`config.mk`:
```
export PLATFORM = sky130hd
export DESIGN_NAME = seq_restoring_divider_flat
export DESIGN_NICKNAME = d
export VERILOG_FILES = /design/src/rtl/seq_restoring_divider_if.sv /design/src/rtl/seq_restoring_divider.sv /design/src/flat_wrapper.sv
export SDC_FILE = /design/constraint.sdc
export NUM_CORES = 1
export LEC_CHECK = 0
export CAP_MARGIN = 20
export CORE_MARGIN = 2
export CORE_UTILIZATION = 30
export DETAILED_ROUTE_END_ITERATION = 10
export SLEW_MARGIN = 40
export SYNTH_ARGS = -nofsm -noshare
export SYNTH_HDL_FRONTEND = slang
export SYNTH_SLANG_ARGS = --single-unit
export TNS_END_PERCENT = 20
```
`constraint.sdc`:
```
create_clock -name clk -period 3.6 [get_ports clk]
set_input_delay 0.72 -clock clk [delete_from_list [all_inputs] [get_ports clk]]
set_output_delay 0.72 -clock clk [all_outputs]
set_load 0.01 [all_outputs]
```
`src/rtl/seq_restoring_divider_if.sv`:
```
// Start/done handshake bundle for seq_restoring_divider: request operands in, results and status out.
interface seq_restoring_divider_if #(
    parameter int unsigned WIDTH = 8
);
    logic             start;
    logic [WIDTH-1:0] dividend;
    logic [WIDTH-1:0] divisor;
    logic             busy;
    logic             done;
    logic [WIDTH-1:0] quotient;
    logic [WIDTH-1:0] remainder;
    logic             div_by_zero;

    modport master (
        output start, dividend, divisor,
        input  busy, done, quotient, remainder, div_by_zero
    );

    modport slave (
        input  start, dividend, divisor,
        output busy, done, quotient, remainder, div_by_zero
    );
endinterface

```
`src/rtl/seq_restoring_divider.sv`:
```
// Multi-cycle unsigned restoring divider, one quotient bit per clock, start/done handshake.
// Optional macro DIVIDER_DBZ_FASTPATH_EN: a zero divisor completes in one cycle and raises div_by_zero.
module seq_restoring_divider #(
    parameter int unsigned WIDTH = 8
) (
    input  logic                   clk,
    input  logic                   rst_n,
    seq_restoring_divider_if.slave dif
);
    localparam int unsigned AW    = WIDTH + 1;
    localparam int unsigned CNT_W = $clog2(WIDTH + 1);

`ifdef DIVIDER_DBZ_FASTPATH_EN
    localparam bit FASTPATH = 1'b1;
`else
    localparam bit FASTPATH = 1'b0;
`endif

    typedef enum logic {
        IDLE = 1'b0,
        RUN  = 1'b1
    } state_e;

    state_e             state_q, state_d;
    logic [AW-1:0]      a_q, a_d;
    logic [WIDTH-1:0]   q_q, q_d;
    logic [WIDTH-1:0]   m_q, m_d;
    logic [CNT_W-1:0]   count_q, count_d;
    logic               busy_q, busy_d;
    logic               done_q, done_d;
    logic [WIDTH-1:0]   quot_q, quot_d;
    logic [WIDTH-1:0]   rem_q, rem_d;
    logic               dbz_q, dbz_d;

    logic [AW+WIDTH-1:0] aq_sh_c;
    logic [AW-1:0]       a_sh_c;
    logic [WIDTH-1:0]    q_sh_c;
    logic [AW-1:0]       diff_c;
    logic [AW-1:0]       a_step_c;
    logic [WIDTH-1:0]    q_step_c;

    // One restoring iteration: shift {A,Q}, trial-subtract M, keep or restore.
    always_comb begin
        aq_sh_c = {a_q, q_q} << 1;
        a_sh_c  = aq_sh_c[AW+WIDTH-1:WIDTH];
        q_sh_c  = aq_sh_c[WIDTH-1:0];
        diff_c  = a_sh_c - {1'b0, m_q};
        if (diff_c[WIDTH]) begin
            a_step_c = a_sh_c;
            q_step_c = q_sh_c;
        end else begin
            a_step_c = diff_c;
            q_step_c = q_sh_c | WIDTH'(1);
        end
    end

    // Next-state and register updates; done is a one-cycle pulse by default.
    always_comb begin
        state_d = state_q;
        a_d     = a_q;
        q_d     = q_q;
        m_d     = m_q;
        count_d = count_q;
        busy_d  = busy_q;
        done_d  = 1'b0;
        quot_d  = quot_q;
        rem_d   = rem_q;
        dbz_d   = dbz_q;

        unique case (state_q)
            IDLE: begin
                if (dif.start) begin
                    if (FASTPATH && (dif.divisor == '0)) begin
                        quot_d = '1;
                        rem_d  = dif.dividend;
                        dbz_d  = 1'b1;
                        done_d = 1'b1;
                    end else begin
                        m_d     = dif.divisor;
                        q_d     = dif.dividend;
                        a_d     = '0;
                        count_d = CNT_W'(WIDTH);
                        busy_d  = 1'b1;
                        state_d = RUN;
                    end
                end
            end
            RUN: begin
                a_d     = a_step_c;
                q_d     = q_step_c;
                count_d = count_q - CNT_W'(1);
                // Final iteration publishes results straight from the step logic.
                if (count_q == CNT_W'(1)) begin
                    quot_d  = q_step_c;
                    rem_d   = a_step_c[WIDTH-1:0];
                    dbz_d   = 1'b0;
                    done_d  = 1'b1;
                    busy_d  = 1'b0;
                    state_d = IDLE;
                end
            end
            default: begin
                state_d = IDLE;
                busy_d  = 1'b0;
            end
        endcase
    end

    always_ff @(posedge clk or negedge rst_n) begin
        if (!rst_n) begin
            state_q <= IDLE;
            a_q     <= '0;
            q_q     <= '0;
            m_q     <= '0;
            count_q <= '0;
            busy_q  <= 1'b0;
            done_q  <= 1'b0;
            quot_q  <= '0;
            rem_q   <= '0;
            dbz_q   <= 1'b0;
        end else begin
            state_q <= state_d;
            a_q     <= a_d;
            q_q     <= q_d;
            m_q     <= m_d;
            count_q <= count_d;
            busy_q  <= busy_d;
            done_q  <= done_d;
            quot_q  <= quot_d;
            rem_q   <= rem_d;
            dbz_q   <= dbz_d;
        end
    end

    assign dif.busy        = busy_q;
    assign dif.done        = done_q;
    assign dif.quotient    = quot_q;
    assign dif.remainder   = rem_q;
    assign dif.div_by_zero = dbz_q;

endmodule

```
`src/flat_wrapper.sv`:
```
// flat-port wrapper written by rule: the top's interface ports become plain ports
module seq_restoring_divider_flat 
#(
    parameter int unsigned WIDTH = 8
)
  (clk, rst_n, dif_start, dif_dividend, dif_divisor, dif_busy, dif_done, dif_quotient, dif_remainder, dif_div_by_zero);
  seq_restoring_divider_if #(.WIDTH(WIDTH)) dif_i ();
  input  logic clk;
  input  logic rst_n;
  input wire logic [$bits(dif_i.start)-1:0] dif_start;
  input wire logic [$bits(dif_i.dividend)-1:0] dif_dividend;
  input wire logic [$bits(dif_i.divisor)-1:0] dif_divisor;
  output wire logic [$bits(dif_i.busy)-1:0] dif_busy;
  output wire logic [$bits(dif_i.done)-1:0] dif_done;
  output wire logic [$bits(dif_i.quotient)-1:0] dif_quotient;
  output wire logic [$bits(dif_i.remainder)-1:0] dif_remainder;
  output wire logic [$bits(dif_i.div_by_zero)-1:0] dif_div_by_zero;
  assign dif_i.start = dif_start;
  assign dif_i.dividend = dif_dividend;
  assign dif_i.divisor = dif_divisor;
  assign dif_busy = dif_i.busy;
  assign dif_done = dif_i.done;
  assign dif_quotient = dif_i.quotient;
  assign dif_remainder = dif_i.remainder;
  assign dif_div_by_zero = dif_i.div_by_zero;
  seq_restoring_divider #(.WIDTH(WIDTH)) u_core (.clk(clk), .rst_n(rst_n), .dif(dif_i));
endmodule
```
-- After elaboration in Yosys (flattened, before gate mapping)
Cells that the tools add are included.
- eq/ne operators: 3
- bitwise gates (word level): 1
- $add $sub $neg: 2
- reduce and logical (&&, ||, !) cells: 3
- mux-type cells: 16
- operator list (operator ; count):
    8-bit one-hot mux with 2 select lines ; 2
    8-bit two-way mux ; 3
    9-bit by 8-bit subtractor with 9-bit output ; 1
    4-bit one-hot mux with 2 select lines ; 1
    1-bit two-way mux ; 7
    2-bit AND reduction ; 3
    4-bit by 1-bit == test with 1-bit output (second input constant) ; 1
    4-bit two-way mux ; 1
    2-bit != test (second input constant) ; 2
    1-bit one-hot mux with 2 select lines ; 2
    4-bit by 1-bit subtractor with 4-bit output (second input constant) ; 1
    1-bit inverter ; 1
- input bits: 19
- bits in registers: 47
- logic and storage cells: 34

-- Logic depth before layout (Yosys ltp)
Gate-level depths: netlist of run 1.
- word-level depth: 3
- depth in mapped cells: 10
- mapped depth without buffers: 9

-- Worst setup path after synthesis of run 1
No wires, ideal clock.
- path type: register -> register
- start point: reg u_core.q_q[7]
- end point: reg u_core.rem_q[6] (netlist: u_core.dif.remainder[6])
- arrival time: 2.393 ns
- clock period less this slack: 2.518 ns
- setup time: 0.125 ns
- required time: 3.475 ns
- slack: 1.082 ns
- stages on the path, launching flop included: 10
- cell sequence: dfrtp_1 inv_1 ha_1 inv_1 fa_1 a211oi_2 o211ai_2 a221oi_4 mux2_1 mux2_2
- cells in the longest elaborated chain, start to end: 2
- RTL lines (element ; line ; RTL):
    start, declared ; seq_restoring_divider.sv:26 ; logic [WIDTH-1:0] q_q, q_d;
    start signal, assigned ; seq_restoring_divider.sv:124 ; q_q <= q_d;
    9-bit by 8-bit subtractor with 9-bit output ; seq_restoring_divider.sv:47 ; diff_c = a_sh_c - {1'b0, m_q};
    8-bit two-way mux ; seq_restoring_divider.sv:48 ; if (diff_c[WIDTH]) begin
    end signal, assigned ; seq_restoring_divider.sv:130 ; rem_q <= rem_d;
    end, declared ; seq_restoring_divider.sv:32 ; logic [WIDTH-1:0] rem_q, rem_d;
Every way passes these cells.
A chain may end at the register's enable or synchronous reset.

-- Final worst setup path of run 1
Ends and elaborated chain as after synthesis.

==> summary.txt, run 1 <==
Run status
  • Status: finished clean

Timing
  • Final slew viol count: 0
  • Post-route minimum period: 2.82 ns
  • Skew final: 0.00398 ns
  • Fmax: 354 MHz
  • Worst slew margin: 46.3%
  • Endpoints failing setup: 0
  • Setup TNS: 0 ns
  • Period utilization: 78.4%
  • Worst-margin pin slew: 0.785 ns
  • Final hold vios: 0
  • RSZ-0062 raised after global routing: no

Floorplan
  • Starting density of the core: around 31%
  • FP Rows: 32
  • Die area: 8730 µm²
  • Io pins: 38
  • Die X: 93.5 µm
  • Vert. Die Dim: 93.5 µm
  • Core area: 7730 µm²

Place
  • GPL Wtd Cong: 0.785
  • Port-buffer cells: 36
  • DP HPWL: 3.78 mm

Critical path
  • Reg2reg path depth: 10
  • CP Data Arrival Time: 3.02 ns
  • Setup crit start kind: register
  • WS Path Type: reg2reg
  • Reg2reg end: u_core.dif.remainder[6]
  • Req. time, crit path: approximately 3.8 ns
  • FF-to-FF setup slack: 0.78 ns
  • Worst setup EP type: register
  • Worst-path fanout max: 13
  • R2R Path Start: u_core.q_q[7]

Logic synthesis
  • Distinct cell type count after synthesis: 44
  • Share of the synthesized area in the top cell type: between 40% and 50%
  • Post-Syn Instances: 245
  • Top-count cell post-synth: nand2_1
  • Number of flops mapped to enable cells by yosys: 0
  • Synth Cell Area: 2400 µm²
  • Seq/Total Area, Yosys: 49.0%
  • #FFs+latches synth: 47
  • Largest area contributor in the netlist: dfrtp_1
  • Ys async rst share: between 90% and 100%
  • Commonest cells post-synth: nand2_1, dfrtp_1, o21ai_0
  • Synth Flop Type: dfrtp_1
  • Syn_area_per_cell: between 9 and 10 µm²
  • Post-Syn Nets: approximately 280
  • Yosys warnings: 0
  • Top post-synthesis cells by area: dfrtp_1, nand2_1, mux2i_1, ha_1, o21ai_0

Clocking
  • Total CTS buffers: 5
  • Clock sink count: 47
  • Clock tree from TritonCTS: built
  • CTS max path bufs: 2
  • Post-CTS setup buffers: 0
  • Clock root buffer: clkbuf_8
  • CTS clk-pin slew, worst paths: 0.09 ns
  • CTS H-tree lvls: 2
  • Post_cts resized: 0
  • Clock Latency Late Sink: 0.31 ns
  • CTS hold repair buffers: 0

Routing
  • Drt drc: 0
  • Final Routed Wirelength: 5.29 mm
  • Post-DRT Antenna Nets: 0
  • Routed vias/inst: 4.61
  • TritonRoute pass-1 iters: 4
  • DR iter-0 viols: ~90
  • Total number of vias: 1767
  • DR WL/cell: 13.8 µm

Pwr
  • IR drop worst, VDD: 0.000282 V
  • Pleak: 1.34 nW
  • Pwr dens: 1080 nW/µm²

Layout
  • Final core utilization: approximately two fifths
  • Layout cells sized above 1: 8.19%
  • Layout area overhead: 23.3%
  • Antenna diodes: 0
  • Nets: 310

GRT
  • Grt ovf: 0
  • Global-route wire length before repair: about 8.7 mm
  • Number of global-route vias before repair: 1861
  • GRT Total Usage: 12.8%
  • Initial antenna violation count: 0
  • Largest net degree at the start of global routing: 48

Worst hold path
  • Min-delay worst type: in2async

Run
  • Max-Cap Viols: 0
[report_power, final]
part	switching, mW	internal [mW]
Clock	0.192	0.157
Combinational	1.02	0.875
Sequential	0.162	0.796
Total	1.37	1.83
[metal layers]
metal / global-route usage (%) / up-vias / share of wire [%]
met3: 3.30 / 10 / 3.2
met5: 0 / - / 0
li1: - / 905 / -
met2: 21.5 / 23 / 48
met1: 15.9 / 829 / 47
met4: 4.53 / 0 / 1.4
[worst max path at each step]
stage / startpoint / to / slack, ns / cells past startpoint
2_1_floorplan: u_core.q_q[7] / u_core.dif.remainder[6] / 1.08 / 9
3_3_place_gp: u_core.q_q[7] / u_core.dif.remainder[6] / 0.86 / 10
3_5_place_dp: u_core.q_q[7] / u_core.dif.remainder[6] / 0.80 / 10
5_1_grt: u_core.q_q[7] / u_core.dif.remainder[6] / 0.63 / 10
6_report: u_core.q_q[7] / u_core.dif.remainder[6] / 0.78 / 10
4_1_cts: u_core.q_q[7] / u_core.dif.remainder[6] / 0.78 / 10
[final cells by class]
class                           instances  area [µm²]
Timing Repair Buffer                   41         395
Sequential cell                        47        1180
Clock buffer                            6        82.6
Tap cell                              102         128
Fill cell                             761        4770
Inverter                               15        56.3
Clock inverter                          2        16.3
Multi-Input combinational cell        170        1110
[through the flow]
stage               area, µm²  std cells  power (mW)  setup WS [ns]  hold WS, ns
floorplan                2400        245        2.35           1.08        0.424
global placement         2860        375        2.82          0.863        0.461
detailed placement       2860        375        2.88          0.800        0.461
CTS                      2960        383        3.23          0.784        0.439
global route             2960        383        3.51          0.627        0.449
finish                   2960        383        3.20          0.776        0.415
[layout by cell type (no fill, tap or decap), drive strengths merged, types with 2 or more instances in the layout]
| master | instances |
|---|---|
| a22o | 2 |
| nand2 | 54 |
| inv | 15 |
| nor3 | 3 |
| nor2 | 7 |
| o21ai | 25 |
| o221ai | 2 |
| dfrtp | 47 |
| mux2i | 14 |
| mux2 | 5 |
| buf | 6 |
| a211oi | 3 |
| nand3b | 3 |
| o22ai | 5 |
| clkbuf | 6 |
| a21oi | 8 |
| clkdlybuf4s50 | 35 |
| a21o | 2 |
| nor2b | 3 |
| nand2b | 2 |
| o211ai | 2 |
| xor2 | 4 |
| nor3b | 3 |
| ha | 10 |
[worst max-delay path: stages (launching register included)]
cell and delay, ns:
dfrtp_1 0.39, inv_1 0.07, ha_1 0.15, inv_1 0.06
fa_1 0.42, a211oi_2 0.34, o211ai_2 0.15, a221oi_4 0.27
buf_4 0.24, mux2_1 0.35, mux2_2 0.27
[flip-flops by register name, indices dropped and copies added (netlist names)]
name / flops
u_core.state_q: 1
u_core.count_q: 4
u_core.m_q: 8
u_core.q_q: 8
u_core.dif.done: 1
u_core.a_q: 8
u_core.dif.quotient: 8
u_core.dif.busy: 1
u_core.dif.remainder: 8
[cell families (layout without fill, tap and decap cells)]
| family | Yosys count | after routing | share of synthesized area, % |
|---|---|---|---|
| simple gates | 78 | 78 | 14.2 |
| compound gates | 56 | 56 | 15.7 |
| flops | 47 | 47 | 49.0 |
| buf+inv | 28 | 64 | 4.95 |
| mux | 19 | 19 | 8.18 |
| fa+ha+maj | 11 | 11 | 6.04 |
| xor+xnor | 5 | 5 | 1.82 |
| other cells | 1 | 1 | 0.156 |
(Power assumes the default switching activity.)
==> inputs of run 2 (changes only) <==
- clock period: 3.6 -> 2.6 ns (I/O delays scaled with it)
==> run 2 against run 1 <==
Effect of this change:
- final cell count up 1.8%
- design area up 3.0%
- core utilization rose by 1.2 points
- worst hold slack worse by 0.12 ns
- power up 50%
- maximum frequency grew 9.0%
- count of clock-buffer cells in the layout is the same
- routed wire length rose by 0.51%
- sequential share of layout area decreased by 1.2 points
- largest cell class unchanged
- largest power group unchanged
==> summary.txt, run 2 (synthesized netlist as in run 1, its figures left out) <==
Clocking
  • Clock Latency Late Sink: 0.30 ns
  • Total CTS buffers: 5
  • Clock tree from TritonCTS: built
  • Clock root buffer: clkbuf_8
  • Clock sink count: 47
  • CTS hold repair buffers: 0
  • CTS max path bufs: 2
  • CTS clk-pin slew, worst paths: approximately 0.09 ns
  • CTS H-tree lvls: 2

Timing
  • Final hold vios: 0
  • Final slew viol count: 0
  • Worst slew margin: 60.2%
  • Setup TNS: 0 ns
  • Period utilization: 99.6%
  • RSZ-0062 raised after global routing: yes
  • Fmax: 386 MHz
  • Worst-margin pin slew: approximately 0.6 ns
  • Endpoints failing setup: 0
  • Skew final: 0.0113 ns
  • Post-route minimum period: approximately 2.6 ns

Floorplan
  • Die area: 8730 µm²
  • FP Rows: 32
  • Io pins: 38
  • Die X: 93.5 µm
  • Starting density of the core: 31.1%
  • Core area: 7730 µm²
  • Vert. Die Dim: roughly 93 µm

Routing
  • Routed vias/inst: 4.68
  • Drt drc: 0
  • Post-DRT Antenna Nets: 0
  • DR WL/cell: 13.6 µm
  • Final Routed Wirelength: roughly 5.3 mm
  • TritonRoute pass-1 iters: 4
  • DR iter-0 viols: 33
  • Total number of vias: 1827

Critical path
  • Slowest cell on the critical path: fa_2
  • Worst-path fanout max: 3
  • Worst setup EP type: register
  • Setup crit start kind: register
  • FF-to-FF setup slack: ~0.01 ns
  • Cells along the critical path: inv_2 -> ha_4 -> inv_2 -> fa_2 -> a211oi_4 -> o211ai_2 -> a221oi_4 -> mux2_4 -> mux2_4
  • R2R Path Start: u_core.q_q[7]
  • CP Data Arrival Time: 2.77 ns
  • Setup crit start: u_core.q_q[7]
  • Crit-path max cell delay: 0.41 ns
  • WS Path Type: reg2reg
  • Req. time, crit path: roughly 2.8 ns

Pwr
  • IR drop worst, VDD: about 0.00049 V
  • Pwr dens: between 1500 and 2000 nW/µm²
  • Pleak: 1.38 nW

Run status
  • Status: finished clean

Layout
  • Nets: 317
  • Layout area overhead: 27.0%
  • Antenna diodes: 0
  • Layout cells sized above 1: a little over an eighth
  • Most frequent cells in the layout: nand2_1, dfrtp_1, clkdlybuf4s50_1, o21ai_0, inv_1
  • Most common library cell in the layout ignoring fill and taps: nand2_1
  • Layout fillers: 770
  • Final core utilization: between 30% and 40%

GRT
  • Grt ovf: 0
  • Initial antenna violation count: 0
  • GRT Total Usage: 13.0%
  • Number of global-route vias before repair: 1879
  • Global-route wire length before repair: 9.03 mm
  • Largest net degree at the start of global routing: 48

Run
  • Max-Cap Viols: 0

Place
  • DP HPWL: 3.73 mm
  • Port-buffer cells: 36
  • GPL Wtd Cong: between 0.7 and 0.8

Worst hold path
  • Min-delay worst type: in2async
## run 2: final timing paths
kind                                                end  depth (start not counted)
max in group asynchronous                 u_core.m_q[7]                          2
worst max-delay path            u_core.dif.remainder[6]                          9
min in group clk                 u_core.dif.quotient[2]                          2
worst min-delay path             u_core.dif.quotient[1]                          2
worst min register to register   u_core.dif.quotient[2]                          2
worst max register to register  u_core.dif.remainder[6]                          9
## run 2: metal layers
metal	track usage, %	up-vias	share of wire (%)
li1	-	920	-
met1	17.5	881	48
met2	21.5	19	49
met3	1.93	7	2.0
met4	4.53	0	1.5
met5	0	-	0
## run 2: critical path, delay by kind of cell, from the launching register on
family                     cells  cell delay [ns]
AOI/OAI and AO/OA              3             0.83
adders and majority gates      2             0.54
buffers and inverters          2             0.12
DFF                            1             0.39
muxes                          2             0.59
## run 2: final cells by class
type | instances | area, µm² | share of cell area (%)
sequential | 47 | 1180 | 38.6
multi-input combinational | 170 | 1150 | 37.6
timing repair buffer | 48 | 447 | 14.6
tap | 102 | 128 | 4.18
clock buffer | 6 | 82.6 | 2.71
inverter | 15 | 56.3 | 1.85
clock inverter | 2 | 13.8 | 0.451
## run 2: power by group
part           switching, mW  internal (mW)
combinational           1.52           1.46
sequential             0.240           1.10
clock                  0.251          0.218
## run 2: metrics by stage
step                      hold WS (ns)  setup WS, ns  instances  power (mW)  area (µm²)
after floorplan                  0.224        0.0819        245        3.25        2400
after global placement           0.461        0.0451        378        3.95        2880
after detailed placement         0.462      -0.00611        378        4.01        2880
after CTS                        0.329       -0.0227        386        4.53        2990
after global routing             0.361       -0.0691        390        5.22        3050
final                            0.296       0.00978        390        4.79        3050
## run 2: repair_timing
| action | in CTS | in global routing |
|---|---|---|
| gates cloned | 0 | 1 |
| pin swaps | 0 | 4 |
| setup buffers | 0 | 3 |
| endpoints found under the setup margin | 8 | 16 |
| resized for setup | 1 | 12 |
==> inputs of run 3 (changes only) <==
- CELL_PAD_IN_SITES_DETAIL_PLACEMENT: default -> 2
- CELL_PAD_IN_SITES_GLOBAL_PLACEMENT: default -> 2
- PLACE_DENSITY_LB_ADDON: default -> 0.1
- clock period: 2.6 -> 2.35 ns (I/O delays scaled with it)
==> run 3 against run 2 <==
Effect of this change:
- sequential share of layout area is 2.4 points lower
- the flow now finishes with violations (setup timing)
- die area unchanged
- maximum frequency up 4.3%
- non-clock buffer count grew 17
- largest cell class is now multi-input gates
- via count is 6.6% higher
- flip-flop and latch count did not move
- critical endpoint unchanged
==> summary.txt, run 3 (synthesized netlist as in run 1, its figures left out) <==
Routing
  • DR iter-0 viols: 43
  • Total number of vias: 1947
  • TritonRoute pass-1 iters: 4
  • Post-DRT Antenna Nets: 0
  • Drt drc: 0
  • Routed vias/inst: ~4.8
  • DR WL/cell: about 16 µm
  • Final Routed Wirelength: 6.68 mm

Run status
  • Failing checks: setup timing
  • Status: finished, violations left

Layout
  • Nets: 334
  • Layout cells sized above 1: 20.7%
  • Antenna diodes: 0
  • Final Instance Area: 3250 µm²
  • Most frequent cells in the layout: nand2_1, dfrtp_1, clkdlybuf4s50_1, buf_4, o21ai_0
  • Layout area overhead: 35.4%
  • Most common library cell in the layout ignoring fill and taps: nand2_1
  • Final core utilization: between 40% and 50%

Timing
  • RSZ-0062 raised after global routing: yes
  • Endpoints failing setup: 14
  • Final WS setup: -0.133 ns
  • Skew final: 0.00438 ns
  • Period utilization: 106%
  • WHS: 0.105 ns
  • Final hold vios: 0
  • Final slew viol count: 0
  • Post-route minimum period: 2.48 ns
  • Fmax: roughly 400 MHz

Critical path
  • Slowest cell on the critical path: dfrtp_1
  • Worst setup EP type: register
  • Worst-path fanout max: 3
  • CP Data Arrival Time: 2.69 ns
  • Crit-path max cell delay: 0.40 ns
  • Req. time, crit path: about 2.6 ns
  • Setup crit start: u_core.q_q[7]
  • R2R Path Start: u_core.q_q[7]
  • Setup crit start kind: register
  • Cells along the critical path: inv_2 -> ha_4 -> inv_2 -> fa_2 -> a211oi_4 -> o211ai_2 -> a221oi_4 -> mux2_4 -> mux2_4
  • WS Path Type: reg2reg

Pwr
  • Sw frac: 42.3%
  • Clock power frac: approximately 9%
  • Pwr dens: around 1900 nW/µm²
  • Cell-internal power: 3.48 mW
  • Part of the power in registers: 25.0%
  • IR drop worst, VDD: 0.000568 V
  • Switching pwr: around 2.5 mW
  • Gate power share: between 60% and 70%
  • Pleak: approximately 1.5 nW

Clocking
  • Clock root buffer: clkbuf_8
  • CTS hold repair buffers: 0
  • Clock Latency Late Sink: 0.31 ns
  • CTS H-tree lvls: 2
  • Total CTS buffers: 5
  • Clock tree from TritonCTS: built
  • CTS max path bufs: 2
  • CTS clk-pin slew, worst paths: 0.10 ns
  • Clock sink count: 47

Place
  • Port-buffer cells: 36
  • GPL Wtd Cong: between 0.7 and 0.8
  • DP Area: 3000 µm²
  • DP HPWL: roughly 4.8 mm

Run
  • Max-Cap Viols: 0

GRT
  • Number of global-route vias before repair: 2170
  • Global-route wire length before repair: 11.0 mm
  • Largest net degree at the start of global routing: 31
  • GRT Total Usage: 16.5%
  • Initial antenna violation count: 0
  • Grt ovf: 0

Floorplan
  • Starting density of the core: 31.1%
  • FP Rows: 32
  • Die area: 8730 µm²
  • Vert. Die Dim: 93.5 µm
  • Die X: 93.5 µm
  • Core area: around 7700 µm²
  • Io pins: 38

Worst hold path
  • Min-delay worst type: in2async
==> run 3: cell count changes in the layout (fill, tap and decap cells not counted), sizes merged <==
| cell | before | now |
|---|---|---|
| clkinvlp | 0 | 1 |
| inv | 16 | 15 |
| buf | 13 | 30 |
==> run 3: what timing repair did <==
action	in CTS	in global routing
gates cloned	1	0
setup endpoints to repair	17	18
endpoints found under the hold margin	0	0
gates resized for setup	10	15
buffers inserted	7	1
pin swaps	3	5
==> run 3: final cells by class <==
class / count / area (µm²)
Clock buffer: 6 / 82.6
Clock inverter: 2 / 16.3
Inverter: 15 / 56.3
Multi-Input combinational cell: 170 / 1190
Sequential cell: 47 / 1180
Fill cell: 819 / 4480
Tap cell: 102 / 128
Timing Repair Buffer: 65 / 601
==> run 3: through the flow <==
step                      setup WS [ns]  power [mW]  std cells  setup TNS (ns)
final                            -0.133        6.02        407           -1.10
after global routing             -0.231        6.55        407           -2.92
after CTS                       -0.0878        5.76        406          -0.699
after detailed placement         -0.240        4.88        390           -2.76
after global placement           -0.142        4.76        390           -1.42
after floorplan                  -0.115        3.68        245          -0.296
==> run 3: critical path, delay by kind of cell (launching register included) <==
kind,cells,cell delay [ns]
fa+ha+maj,2,0.49
flops,1,0.40
mux,2,0.60
buf+inv,2,0.11
compound gates,3,0.77
==> run 3: routing by layer <==
| layer | up-vias | share of wire (%) | track usage [%] |
|---|---|---|---|
| met5 | - | 0 | 0 |
| met4 | 0 | 1.2 | 4.78 |
| met3 | 6 | 2.1 | 3.14 |
| met2 | 20 | 51 | 28.9 |
| met1 | 972 | 45 | 20.6 |
| li1 | 949 | - | - |
==> run 3: power groups by stage <==
stage	sequential (mW)	clock, mW	combinational (mW)
after floorplan	1.48	0	2.20
after global placement	1.51	0	3.26
after detailed placement	1.52	0	3.36
after CTS	1.52	0.572	3.67
after global routing	1.57	0.596	4.38
final	1.50	0.546	3.97
==> run 3: final timing paths <==
check	to	slack, ns	depth (start not counted)
max in group asynchronous	u_core.a_q[5]	1.72	2
min in group clk	u_core.dif.quotient[1]	0.48	2
worst max-delay path	u_core.dif.remainder[6]	-0.13	9
worst min-delay path	u_core.m_q[7]	0.10	1
worst min register to register	u_core.dif.quotient[1]	0.48	2
worst max register to register	u_core.dif.remainder[6]	-0.13	9
